[src/rtl/ca_conv_pkg.sv]
// Shared conv read-path types: read-generator FSM encoding and default address widths.
// Pure declarations, used by conv_read_gen and the design controller.
package ca_conv_pkg;

    localparam int DEF_FILT_ADDR_LEN = 4;
    localparam int DEF_IF_ADDR_LEN   = 5;

    typedef enum logic [1:0] {
        ST_IDLE    = 2'd0,
        ST_RUN     = 2'd1,
        ST_ADVANCE = 2'd2,
        ST_DONE    = 2'd3
    } rd_state_t;

endpackage

[src/rtl/conv_read_gen_if.sv]
// IF/filter read-address stream from the read generator to the MAC.
// Valid/ready: a pair is taken on any cycle where rd_valid and rd_ready are both high.
interface conv_read_gen_if import ca_conv_pkg::*; #(
    parameter int IF_ADDR_LEN   = DEF_IF_ADDR_LEN,
    parameter int FILT_ADDR_LEN = DEF_FILT_ADDR_LEN
);
    logic                     rd_valid;
    logic                     rd_ready;
    logic [IF_ADDR_LEN-1:0]   if_raddr;
    logic [FILT_ADDR_LEN-1:0] filt_raddr;
    logic                     rd_last;

    modport master (
        output rd_valid, if_raddr, filt_raddr, rd_last,
        input  rd_ready
    );

    modport slave (
        input  rd_valid, if_raddr, filt_raddr, rd_last,
        output rd_ready
    );
endinterface

[src/rtl/rd_gen_tap_counter.sv]
// Tap index counter: load/clear to a start value, count on enable, flag the terminal tap.
// Count updates the cycle after en; the flag is combinational on the current count.
module rd_gen_tap_counter #(
    parameter int W = 4
) (
    input  logic         clk,
    input  logic         rst,
    input  logic         clr,
    input  logic         load,
    input  logic [W-1:0] load_val,
    input  logic         en,
    input  logic [W-1:0] last_val,
    output logic [W-1:0] count,
    output logic         term
);

    always_ff @(posedge clk or posedge rst) begin
        if (rst) begin
            count <= '0;
        end else if (clr) begin
            count <= '0;
        end else if (load) begin
            count <= load_val;
        end else if (en) begin
            count <= count + 1'b1;
        end
    end

    assign term = (count == last_val);

endmodule

[src/rtl/conv_read_gen.sv]
// Walks one filter window per request, streaming IF/filter address pairs; first pair 1 cycle after start,
// rd_ready low stalls the pair in place. Optional perf counters under RDGEN_PERF_CNT_EN.
module conv_read_gen import ca_conv_pkg::*; #(
    parameter int FILT_ADDR_LEN = DEF_FILT_ADDR_LEN,
    parameter int IF_ADDR_LEN   = DEF_IF_ADDR_LEN
) (
    input  logic                     clk,
    input  logic                     rst,
    input  logic                     reset_all,
    input  logic                     start_rd_gen,
    input  logic [FILT_ADDR_LEN-1:0] filt_len,
    input  logic [IF_ADDR_LEN-1:0]   stride,
    input  logic [IF_ADDR_LEN:0]     if_count,
    conv_read_gen_if.master          rd,
    output logic                     psum_done,
    output logic                     stride_count_flag,
    output logic                     full_done,
    output logic                     ready_to_get
`ifdef RDGEN_PERF_CNT_EN
    ,
    output logic [IF_ADDR_LEN:0]     win_count,
    output logic [15:0]              stall_count
`endif
);

    localparam int BW = IF_ADDR_LEN + 1;
    localparam int CW = IF_ADDR_LEN + 2;

    rd_state_t                state;
    rd_state_t                state_nxt;
    logic [BW-1:0]            base;
    logic [FILT_ADDR_LEN-1:0] flen_q;
    logic [FILT_ADDR_LEN-1:0] tap;
    logic                     tap_term;
    logic [CW-1:0]            win_end;
    logic [CW-1:0]            base_sum;
    logic [BW-1:0]            addr_sum;
    logic                     win_start;
    logic                     beat;

    // One extra bit on the compares so base+len / base+stride never wrap.
    assign win_end      = CW'(base) + CW'(filt_len);
    assign base_sum     = CW'(base) + CW'(stride);
    assign addr_sum     = base + BW'(tap);
    assign ready_to_get = (filt_len == '0)
                       || ((stride == '0) && (base != '0))
                       || (win_end > CW'(if_count));
    assign win_start    = ((state == ST_IDLE) || (state == ST_DONE)) && start_rd_gen && !ready_to_get;
    assign beat         = (state == ST_RUN) && rd.rd_ready;

    always_ff @(posedge clk or posedge rst) begin
        if (rst) begin
            state <= ST_IDLE;
        end else if (reset_all) begin
            state <= ST_IDLE;
        end else begin
            state <= state_nxt;
        end
    end

    always_comb begin
        state_nxt = state;
        case (state)
            ST_IDLE:    if (win_start) state_nxt = ST_RUN;
            ST_RUN:     if (beat && tap_term) state_nxt = ST_ADVANCE;
            ST_ADVANCE: state_nxt = ST_DONE;
            ST_DONE:    state_nxt = win_start ? ST_RUN : ST_IDLE;
            default:    state_nxt = ST_IDLE;
        endcase
    end

    always_comb begin
        rd.rd_valid       = (state == ST_RUN);
        rd.rd_last        = (state == ST_RUN) && tap_term;
        rd.if_raddr       = (state == ST_RUN) ? addr_sum[IF_ADDR_LEN-1:0] : '0;
        rd.filt_raddr     = (state == ST_RUN) ? tap : '0;
        psum_done         = (state == ST_ADVANCE);
        full_done         = (state == ST_DONE);
        stride_count_flag = (state == ST_DONE);
    end

    always_ff @(posedge clk or posedge rst) begin
        if (rst) begin
            base   <= '0;
            flen_q <= '0;
        end else if (reset_all) begin
            base   <= '0;
            flen_q <= '0;
        end else begin
            if (win_start) begin
                flen_q <= filt_len;
            end
            if (state == ST_ADVANCE) begin
                base <= (base_sum > CW'(if_count)) ? if_count : base_sum[BW-1:0];
            end
        end
    end

    rd_gen_tap_counter #(
        .W (FILT_ADDR_LEN)
    ) u_tap_cnt (
        .clk      (clk),
        .rst      (rst),
        .clr      (reset_all),
        .load     (win_start),
        .load_val ('0),
        .en       (beat),
        .last_val (flen_q - 1'b1),
        .count    (tap),
        .term     (tap_term)
    );

`ifdef RDGEN_PERF_CNT_EN
    always_ff @(posedge clk or posedge rst) begin
        if (rst) begin
            win_count   <= '0;
            stall_count <= '0;
        end else if (reset_all) begin
            win_count   <= '0;
            stall_count <= '0;
        end else begin
            if (state == ST_ADVANCE) begin
                win_count <= win_count + 1'b1;
            end
            if ((state == ST_RUN) && !rd.rd_ready && (stall_count != 16'hFFFF)) begin
                stall_count <= stall_count + 1'b1;
            end
        end
    end
`endif

endmodule
[src/flat_wrapper.sv]
// flat-port wrapper written by rule: the top's interface ports become plain ports
module conv_read_gen_flat import ca_conv_pkg::*;
#(
    parameter int FILT_ADDR_LEN = DEF_FILT_ADDR_LEN,
    parameter int IF_ADDR_LEN   = DEF_IF_ADDR_LEN
)
  (clk, rst, reset_all, start_rd_gen, filt_len, stride, if_count, psum_done, stride_count_flag, full_done, ready_to_get, rd_rd_valid, rd_if_raddr, rd_filt_raddr, rd_rd_last, rd_rd_ready);
  conv_read_gen_if #(.IF_ADDR_LEN(IF_ADDR_LEN), .FILT_ADDR_LEN(FILT_ADDR_LEN)) rd_i ();
  input  logic clk;
  input  logic rst;
  input  logic reset_all;
  input  logic start_rd_gen;
  input  logic [FILT_ADDR_LEN-1:0] filt_len;
  input  logic [IF_ADDR_LEN-1:0] stride;
  input  logic [IF_ADDR_LEN:0] if_count;
  output logic psum_done;
  output logic stride_count_flag;
  output logic full_done;
  output logic ready_to_get;
  output wire logic [$bits(rd_i.rd_valid)-1:0] rd_rd_valid;
  output wire logic [$bits(rd_i.if_raddr)-1:0] rd_if_raddr;
  output wire logic [$bits(rd_i.filt_raddr)-1:0] rd_filt_raddr;
  output wire logic [$bits(rd_i.rd_last)-1:0] rd_rd_last;
  input wire logic [$bits(rd_i.rd_ready)-1:0] rd_rd_ready;
  assign rd_rd_valid = rd_i.rd_valid;
  assign rd_if_raddr = rd_i.if_raddr;
  assign rd_filt_raddr = rd_i.filt_raddr;
  assign rd_rd_last = rd_i.rd_last;
  assign rd_i.rd_ready = rd_rd_ready;
  conv_read_gen #(.FILT_ADDR_LEN(FILT_ADDR_LEN), .IF_ADDR_LEN(IF_ADDR_LEN)) u_core (.clk(clk), .rst(rst), .reset_all(reset_all), .start_rd_gen(start_rd_gen), .filt_len(filt_len), .stride(stride), .if_count(if_count), .rd(rd_i), .psum_done(psum_done), .stride_count_flag(stride_count_flag), .full_done(full_done), .ready_to_get(ready_to_get));
endmodule
[config.mk]
export PLATFORM = sky130hd
export DESIGN_NAME = conv_read_gen_flat
export DESIGN_NICKNAME = d
export VERILOG_FILES = /design/src/rtl/ca_conv_pkg.sv /design/src/rtl/conv_read_gen_if.sv /design/src/rtl/rd_gen_tap_counter.sv /design/src/rtl/conv_read_gen.sv /design/src/flat_wrapper.sv
export SDC_FILE = /design/constraint.sdc
export NUM_CORES = 1
export LEC_CHECK = 0
export ABC_AREA = 1
export CAP_MARGIN = 25
export CORE_ASPECT_RATIO = 0.7
export CORE_UTILIZATION = 53
export DETAILED_ROUTE_END_ITERATION = 10
export GPL_ROUTABILITY_DRIVEN = 0
export PLACE_DENSITY = 0.81
export RECOVER_POWER = 25
export REMOVE_ABC_BUFFERS = 1
export SYNTH_ARGS = -nofsm -noshare
export SYNTH_HDL_FRONTEND = slang
export SYNTH_SLANG_ARGS = --single-unit
[constraint.sdc]
create_clock -name clk -period 2.9 [get_ports clk]
set_input_delay 0.58 -clock clk [delete_from_list [all_inputs] [get_ports clk]]
set_output_delay 0.58 -clock clk [all_outputs]
set_load 0.01 [all_outputs]
# [Word level (Yosys, flattened, before mapping)]
# Cells that the tools add are included.
# W data, S select, Z words.
[word_totals] mem_count=0 input_bits=20 output_inout_bits=15 mem_bits_ro=0 latch_bits=0 ramBits=0 ff_bits=16
[op_classes] n_bitwise=0 magnitude_cmp=2 add_sub_neg=5 n_shift=0 muxes=15 mul=0 n_div=0 n_reduce_logical=18 n_eq_ne=6
[ops] op="$mux W4" count=6
[ops] op="$mux W6" count=3
[ops] op="$gt A7 B6 Y1" count=2
[ops] op="$pmux W2 S4" count=1
[ops] op="$add A6 B4 Y7" count=1
[ops] op="$add A6 B5 Y7" count=1
[ops] op="$logic_and A1 B1 Y1" count=6
[ops] op="$mux W2" count=3
[ops] op="$ne A3 B2 Y1 const B" count=2
[ops] op="$reduce_bool A6 Y1" count=1
[ops] op="$add A5 B4 Y5" count=1
[ops] op="$logic_not A5 Y1" count=1
[ops] op="$mux W5" count=1
[ops] op="$add A4 B1 Y4 const B" count=1
[ops] op="$eq A2 B2 Y1 const B" count=2
[ops] op="$eq A4 B4 Y1" count=1
[ops] op="$logic_not A4 Y1" count=1
[ops] op="$reduce_bool A2 Y1" count=2
[ops] op="$sub A4 B1 Y4 const B" count=1
[ops] op="$logic_or A1 B1 Y1" count=3
[ops] op="$reduce_bool A3 Y1" count=1
[ops] op="$eq A2 B1 Y1 const B" count=1
[ops] op="$logic_not A2 Y1" count=1
[ops] op="$reduce_and A2 Y1" count=1
[ops] op="other kinds (2)" count=2

# [Logic depth before layout (Yosys ltp)]
# Gate-level depths: netlist of run 1.
[depth] depth_word=9 depth_mapped=17

# [Hierarchy]
# A second synthesis of run 1 with hierarchy kept.
[unflattened] cells_unflattened=275 hier_area_um2=1959.4
[by_module_without_submodules] mod="conv_read_gen" n_inst=1 cells_per_inst=236 seq_area_each_um2=300.3 area_per_inst_um2=1662.8
[by_module_without_submodules] mod="rd_gen_tap_counter" n_inst=1 cells_per_inst=39 seq_area_each_um2=100.1 area_per_inst_um2=296.5

# [Worst setup path before layout of run 1]
# No wires, ideal clock.
[synth_timing] path_kind="input-to-output" start="input filt_len[0]" end="output ready_to_get" stages=12 path_buffers=0 arrival_ns=2.223 path_slack_ns=0.097 required_time_ns=2.320 cell_sequence="ha_1 fa_1 nand2_1 nand2_1 nand2_1 xor2_1 ha_1 and3_1 nand2_1 nand2_1 nand2_1 nand2_1"
[synth_via] elab_chain_len=3
[synth_lines] item="from (decl)" line_no="flat_wrapper.sv:13" text="input logic [FILT_ADDR_LEN-1:0] filt_len;"
[synth_lines] item="$add A6 B4 Y7 or $logic_not A4 Y1 (tied branches)" line_no="conv_read_gen.sv:42, conv_read_gen.sv:45"
[synth_lines] item="$gt A7 B6 Y1 or $logic_or A1 B1 Y1 (tied branches)" line_no="conv_read_gen.sv:47, conv_read_gen.sv:46"
[synth_lines] item="$logic_or A1 B1 Y1 *" line_no="conv_read_gen.sv:47" text="|| (win_end > CW'(if_count));"
[synth_lines] item="to (decl)" line_no="flat_wrapper.sv:19" text="output logic ready_to_get;"
# Mark *: on every way between the ends. The rest lies on a longest branch, timed or not.

# [Worst setup path after layout of run 1]
[layout_timing] start="input filt_len[1]" end="output ready_to_get"
# The elaborated chain is that of the path after synthesis.

==> results of run 1 <==
-- logic make-up after synthesis --
group	after synthesis	share of synthesized area, %
fa+ha+maj	34	23.46
flops	16	20.97
simple gates	125	29.16
xor+xnor	16	7.339
buf+inv	45	9.501
compound gates	32	9.567
-- sequential cells by signal (all words and copies together), names as in the netlist --
name                    cells
u_core.base                 6
u_core.u_tap_cnt.count      4
u_core.state                2
u_core.flen_q               4
-- stage by stage --
| step | cells | power [mW] |
|---|---|---|
| 2_1_floorplan | 264 | 1.118 |
| 3_3_place_gp | 379 | 1.550 |
| 3_5_place_dp | 379 | 1.585 |
| 4_1_cts | 386 | 1.854 |
| 5_1_grt | 388 | 2.163 |
| 6_report | 388 | 1.979 |
-- routing by layer --
layer	part of all wire, %	global-route usage, %	vias up
met1	47	41.13	953
met4	1.0	4.167	0
met2	47	49.39	75
met5	0	0	-
li1	-	-	1016
met3	5.2	3.846	7
-- power by group --
group	switching [mW]	internal [mW]	total [mW]	leakage (nW)
combinational	0.775	0.665	1.44	1.28
clock	0.0775	0.120	0.198	0.0288
sequential	0.0644	0.277	0.342	0.216
-- worst max-delay path by stage --
stage | cells after the start | slack [ns] | end
floorplan | 12 | 0.1 | ready_to_get
global placement | 13 | -0.81 | ready_to_get
detailed placement | 15 | -0.87 | ready_to_get
CTS | 14 | -0.22 | ready_to_get
global route | 14 | -0.28 | ready_to_get
finish | 14 | -0.15 | ready_to_get
-- placed cells by master, fill, tap and decap left out, drive strengths merged, types with 11 or more instances in the layout --
cell type      count
nor2              27
clkdlybuf4s50     21
nand3             28
xor2              11
a21oi             13
inv               41
buf               39
dfrtp             16
nand2             63
ha                31
o21ai             16
-- synth_stat cells (all sizes together) --
master  count
o21ai      16
xnor2       5
fa          3
a21o        2
buf         3
nor2       27
nand3      28
and3        2
nand2      62
dfrtp      16
nand4       2
ha         31
clkbuf      1
nand3b      4
a21oi      13
o211ai      1
xor2       11
inv        41
-- cell type report --
class | instances | area, µm² | share of cell area, %
clock buffer | 4 | 55.05 | 1.990
inverter | 41 | 153.9 | 5.563
multi-input combinational | 208 | 1488 | 53.78
sequential | 16 | 400.4 | 14.47
tap | 47 | 58.81 | 2.126
timing repair buffer | 72 | 610.6 | 22.07
-- critical path, delay by kind of cell --
kind / cells / cell delay (ns)
AO/OA/AOI/OAI: 1 / 0.13
XOR/XNOR: 1 / 0.19
adder cells (fa/ha/maj): 2 / 0.57
buffers and inverters: 3 / 0.36
AND/OR/NAND/NOR: 7 / 0.63
-- repair_timing --
item                                    in CTS  in global routing
pin swaps                                    9                 18
buffers inserted                             2                  2
cloned                                       1                  0
endpoints found under the setup margin      18                 19
resized for setup                           23                 26
==> impl_metrics.json, run 1 <==
{
  "status": "finished with violations",
  "violations": "negative setup slack",
  "fin_ws_ns": -0.1540,
  "ys_seq_elements": 16,
  "root_buffer": "clkbuf_8",
  "min_path_cells": 2,
  "drive_gt1_share_pct": 24.34,
  "avgSynthCellArea_um2": 7.124,
  "postSynthCellCount": 268,
  "drcViolationCount": 0,
  "die_y_um": 52.22,
  "drv_cap": 0,
  "drt_iter0_markers": 92,
  "rsz0062_at_grt": "yes",
  "clock_sinks": 16,
  "min_to": "u_core.flen_q[1]",
  "antenna_found_initial": 0,
  "synth_area_leaders": "dfrtp_1 21%, ha_1 20%, nand2_1 12%",
  "place.port_buffers": 34,
  "reg2reg_to": "u_core.flen_q[2]",
  "end_kind": "primary output",
  "rows": 17,
  "core_area_um2": 3297,
  "grt_pass1_wl_um": 8500,
  "utilization_pct": 83.91,
  "syn2layout_area_growth_pct": 44.89,
  "crit_path_cell_trace": "clkbuf_2, ha_1, nand3_1, nand2_1, nand2_1, a21oi_2, xor2_1, inv_1, ha_4, and3_4, nand3b_1, nand2_2, nand2_1, buf_2",
  "worst-r2r-cell-count": 17,
  "grt_pass1_vias": 1892,
  "period_share_pct": 105.3,
  "yosysWarnings": 0,
  "yosys.area.top_type_share_pct": 20.97,
  "synth_cell_types": 26,
  "cp-startpoint": "filt_len[1]",
  "firstDrtPassIters": 4,
  "postCtsHoldBufs": 0,
  "initial_core_util_pct": 57.91,
  "io_pins": 35,
  "fin_nets": 396,
  "ys_seq_area_share_pct": 20.97,
  "grt_max_degree": 17,
  "viasPerCell": 5.286,
  "crit_top_cell": "nand2_1",
  "power_density_nw_per_um2": 715.3,
  "place_area_um2": 2536,
  "crit_type": "primary input to primary output",
  "required_ns": 2.32,
  "final.fill_count": 200,
  "rrSetupSlack_ns": 0.16,
  "irDropWorstVdd_mv": 0.5099,
  "numCtsBuffers": 3,
  "hold_start": "u_core.flen_q[1]",
  "fin_crit_ns": 3.054,
  "fin_hold_ws_ns": 0.5470,
  "die_w_um": 73.74,
  "dp_slack_ns": -0.8674,
  "overflow": 0,
  "relSlewSlack_pct": 59.18,
  "synth_area_um2": 1909,
  "vias": 2051,
  "cp.arrival_ns": 2.47,
  "finClkSkew_ns": 0.001931,
  "dpl.hpwl_um": 3962,
  "routed_wl_um": 5403,
  "slew_violations": 0,
  "fin_setup_tns_ns": -0.1540,
  "path_max_fanout": 3,
  "track_usage_pct": 29.31,
  "hold_class": "flop to flop",
  "r2r-start": "u_core.base[2]",
  "tightest_slew_ns": 0.6116,
  "cts_max_path_buffers": 2,
  "setup_violations": 1,
  "cts_tree": "built",
  "critPathMaxStageDelay_ns": 0.29,
  "fmax_ghz": 0.3274,
  "p_leak_nw": 1.529,
  "wire_per_inst_um": 13.93,
  "die_area_um2": 3850,
  "start_kind": "primary input",
  "crit_path_top_delay_cell": "ha_4",
  "final_antenna_net_count": 0,
  "synth.largest_area_cell": "dfrtp_1",
  "antennaDiodeCount": 0,
  "finalHoldViolCount": 0,
  "design_area_um2": 2766,
  "insertion_delay_ns": 0.25,
  "path_clk_slew_ns": 0.06,
  "htree_levels": 1
}
No activity file was read; power rests on OpenSTA's default activity.
==> run 2, diff against run 1 <==
HOLD_SLACK_MARGIN = 0.03   (was not set)
PLACE_DENSITY = 0.93   (was 0.81)
TNS_END_PERCENT = 20   (was not set)
==> run 2 against run 1 <==
  * The run still ends with negative setup slack left
  * Cell count shrank 0.26%
  * Register-to-register slack got worse by 0.13 ns
  * Worst setup slack better by 0.0058 ns
  * Sequential cell count did not move
  * Critical path depth stayed put
  * Combinational power is 6% higher
  * Via count rose by 3.6%
  * Maximum frequency is 0.19% higher
  * Sequential share of layout area is essentially flat
  * Routed wire length up 13%
  * Critical path type unchanged
==> impl_metrics.json, run 2 (synthesized netlist as in run 1, its figures left out) <==
{
  "fin_crit_ns": 3.048,
  "hold_start": "u_core.flen_q[1]",
  "grt_pass1_vias": 2069,
  "end_kind": "primary output",
  "routed_wl_um": 6087,
  "met2_usage_pct": 54.74,
  "finClkSkew_ns": 0.005726,
  "min_to": "u_core.flen_q[1]",
  "dpl.hpwl_um": 4055,
  "numCtsBuffers": 3,
  "drcViolationCount": 0,
  "vias": 2124,
  "placed_cells": 376,
  "power_density_nw_per_um2": 744.4,
  "final_cells": 387,
  "antenna_found_initial": 0,
  "htree_levels": 1,
  "fin_ws_ns": -0.1482,
  "clock_sinks": 16,
  "track_usage_pct": 32.11,
  "postCtsHoldBufs": 0,
  "antennaDiodeCount": 0,
  "critPathMaxStageDelay_ns": 0.29,
  "status": "finished with violations",
  "final_cell_mix": "54 x nand2_1, 40 x inv_1, 36 x buf_4, 26 x nor2_1, 24 x ha_1",
  "place.port_buffers": 34,
  "fin_nets": 395,
  "use_met1_pct": 41.48,
  "setup_violations": 1,
  "violations": "negative setup slack",
  "p_leak_nw": 1.534,
  "r2r-start": "u_core.base[1]",
  "worst-r2r-cell-count": 16,
  "start_kind": "primary input",
  "crit_type": "primary input to primary output",
  "rrSetupSlack_ns": 0.03,
  "fin_setup_tns_ns": -0.1482,
  "dp_slack_ns": -0.9001,
  "drv_cap": 0,
  "rows": 17,
  "irDropWorstVdd_mv": 0.5498,
  "drive_gt1_share_pct": 25.88,
  "power_mw": 2.074,
  "slew_violations": 0,
  "io_pins": 35,
  "final_antenna_net_count": 0,
  "syn2layout_area_growth_pct": 45.94,
  "reg2reg_to": "u_core.base[0]",
  "insertion_delay_ns": 0.26,
  "grt_use_met3_pct": 6.731,
  "grt_max_degree": 17,
  "finalHoldViolCount": 0,
  "largest-register": "u_core.base",
  "min_path_cells": 2,
  "hold_class": "flop to flop",
  "path_clk_slew_ns": 0.06,
  "relSlewSlack_pct": 59.47,
  "overflow": 0,
  "cp.arrival_ns": 2.47,
  "die_w_um": 73.74,
  "crit_path_top_delay_cell": "ha_4",
  "crit_path_cell_trace": "clkbuf_2, ha_4, nand3_2, nand2_1, nand2_2, a21oi_2, xor2_1, inv_1, ha_4, and3_4, nand3b_1, nand2_2, nand2_1, buf_2",
  "largest_register_ffs": 6,
  "reg_top3": "u_core.base (6), u_core.flen_q (4), u_core.u_tap_cnt.count (4)",
  "core_area_um2": 3297,
  "die_area_um2": 3850,
  "path_max_fanout": 3,
  "period_share_pct": 105.1,
  "required_ns": 2.32,
  "cts_max_path_buffers": 2,
  "final_common_cell": "nand2_1",
  "viasPerCell": 5.488,
  "wire_per_inst_um": 15.73,
  "root_buffer": "clkbuf_8",
  "grt-busiest-layer": "met2",
  "initial_core_util_pct": 57.91,
  "drt_iter0_markers": 98,
  "fmax_ghz": 0.3281,
  "rsz0062_at_grt": "yes",
  "tightest_slew_ns": 0.6072,
  "cts_tree": "built",
  "firstDrtPassIters": 5,
  "die_y_um": 52.22,
  "grt_pass1_wl_um": 9266
}
run 2: cell types whose count changed in the layout (fill, tap and decap cells not counted), moves of 2 or more:
| cell | before | now |
|---|---|---|
| dfrtp_1 | 16 | 14 |
| nand3_1 | 23 | 21 |
| dfrtp_2 | 0 | 2 |
| nand2_1 | 57 | 54 |
| nand2_4 | 0 | 2 |
| buf_4 | 38 | 36 |
run 2: power by group:
part / leakage, nW / total, mW / internal [mW] / switching, mW
Clock: 0.0288 / 0.205 / 0.121 / 0.0846
Combinational: 1.29 / 1.52 / 0.672 / 0.845
Sequential: 0.213 / 0.352 / 0.278 / 0.0733
Total: 1.53 / 2.07 / 1.07 / 1.00
run 2: stage by stage:
| stage | cell area, µm² | hold slack (ns) | utilization (%) |
|---|---|---|---|
| 4_1_cts | 2656 | 0.5515 | 80.57 |
| 6_report | 2786 | 0.5750 | 84.52 |
| 5_1_grt | 2786 | 0.6100 | 84.52 |
| 3_5_place_dp | 2514 | 0.5315 | 76.24 |
| 3_3_place_gp | 2514 | 0.5170 | 76.24 |
| 2_1_floorplan | 1882 | 0.4937 | - |
run 2: critical path: cells and delay by family:
| family | cells | cell delay, ns |
|---|---|---|
| simple gates | 7 | 0.62 |
| fa+ha+maj | 2 | 0.57 |
| buf+inv | 3 | 0.37 |
| xor+xnor | 1 | 0.17 |
| compound gates | 1 | 0.15 |
run 2: area by class of cell:
cell class | instances | area, µm²
timing repair buffer | 71 | 610.6
sequential | 16 | 402.9
inverter | 41 | 153.9
fill | 196 | 510.5
multi-input combinational | 208 | 1505
clock buffer | 4 | 55.05
tap | 47 | 58.81
run 2: worst max path at each step:
| stage | start | endpoint | slack [ns] | depth (start not counted) |
|---|---|---|---|---|
| global route | filt_len[1] | ready_to_get | -0.29 | 15 |
| detailed placement | filt_len[0] | ready_to_get | -0.90 | 15 |
| floorplan | filt_len[0] | ready_to_get | 0.1 | 12 |
| CTS | filt_len[2] | ready_to_get | -0.26 | 15 |
| finish | filt_len[1] | ready_to_get | -0.15 | 14 |
| global placement | filt_len[0] | ready_to_get | -0.81 | 13 |
run 2: per-layer routing:
metal / up-vias / part of all wire (%)
met4: 0 / 2.6
met3: 19 / 8.3
met5: - / 0
met2: 118 / 48
li1: 1010 / -
met1: 977 / 41
run 2: timing repair:
action	CTS	global route
resized for setup	26	35
endpoints found under the hold margin	0	0
endpoints found under the setup margin	18	20
pin swaps	15	20
gates cloned	1	0
setup buffers	3	3
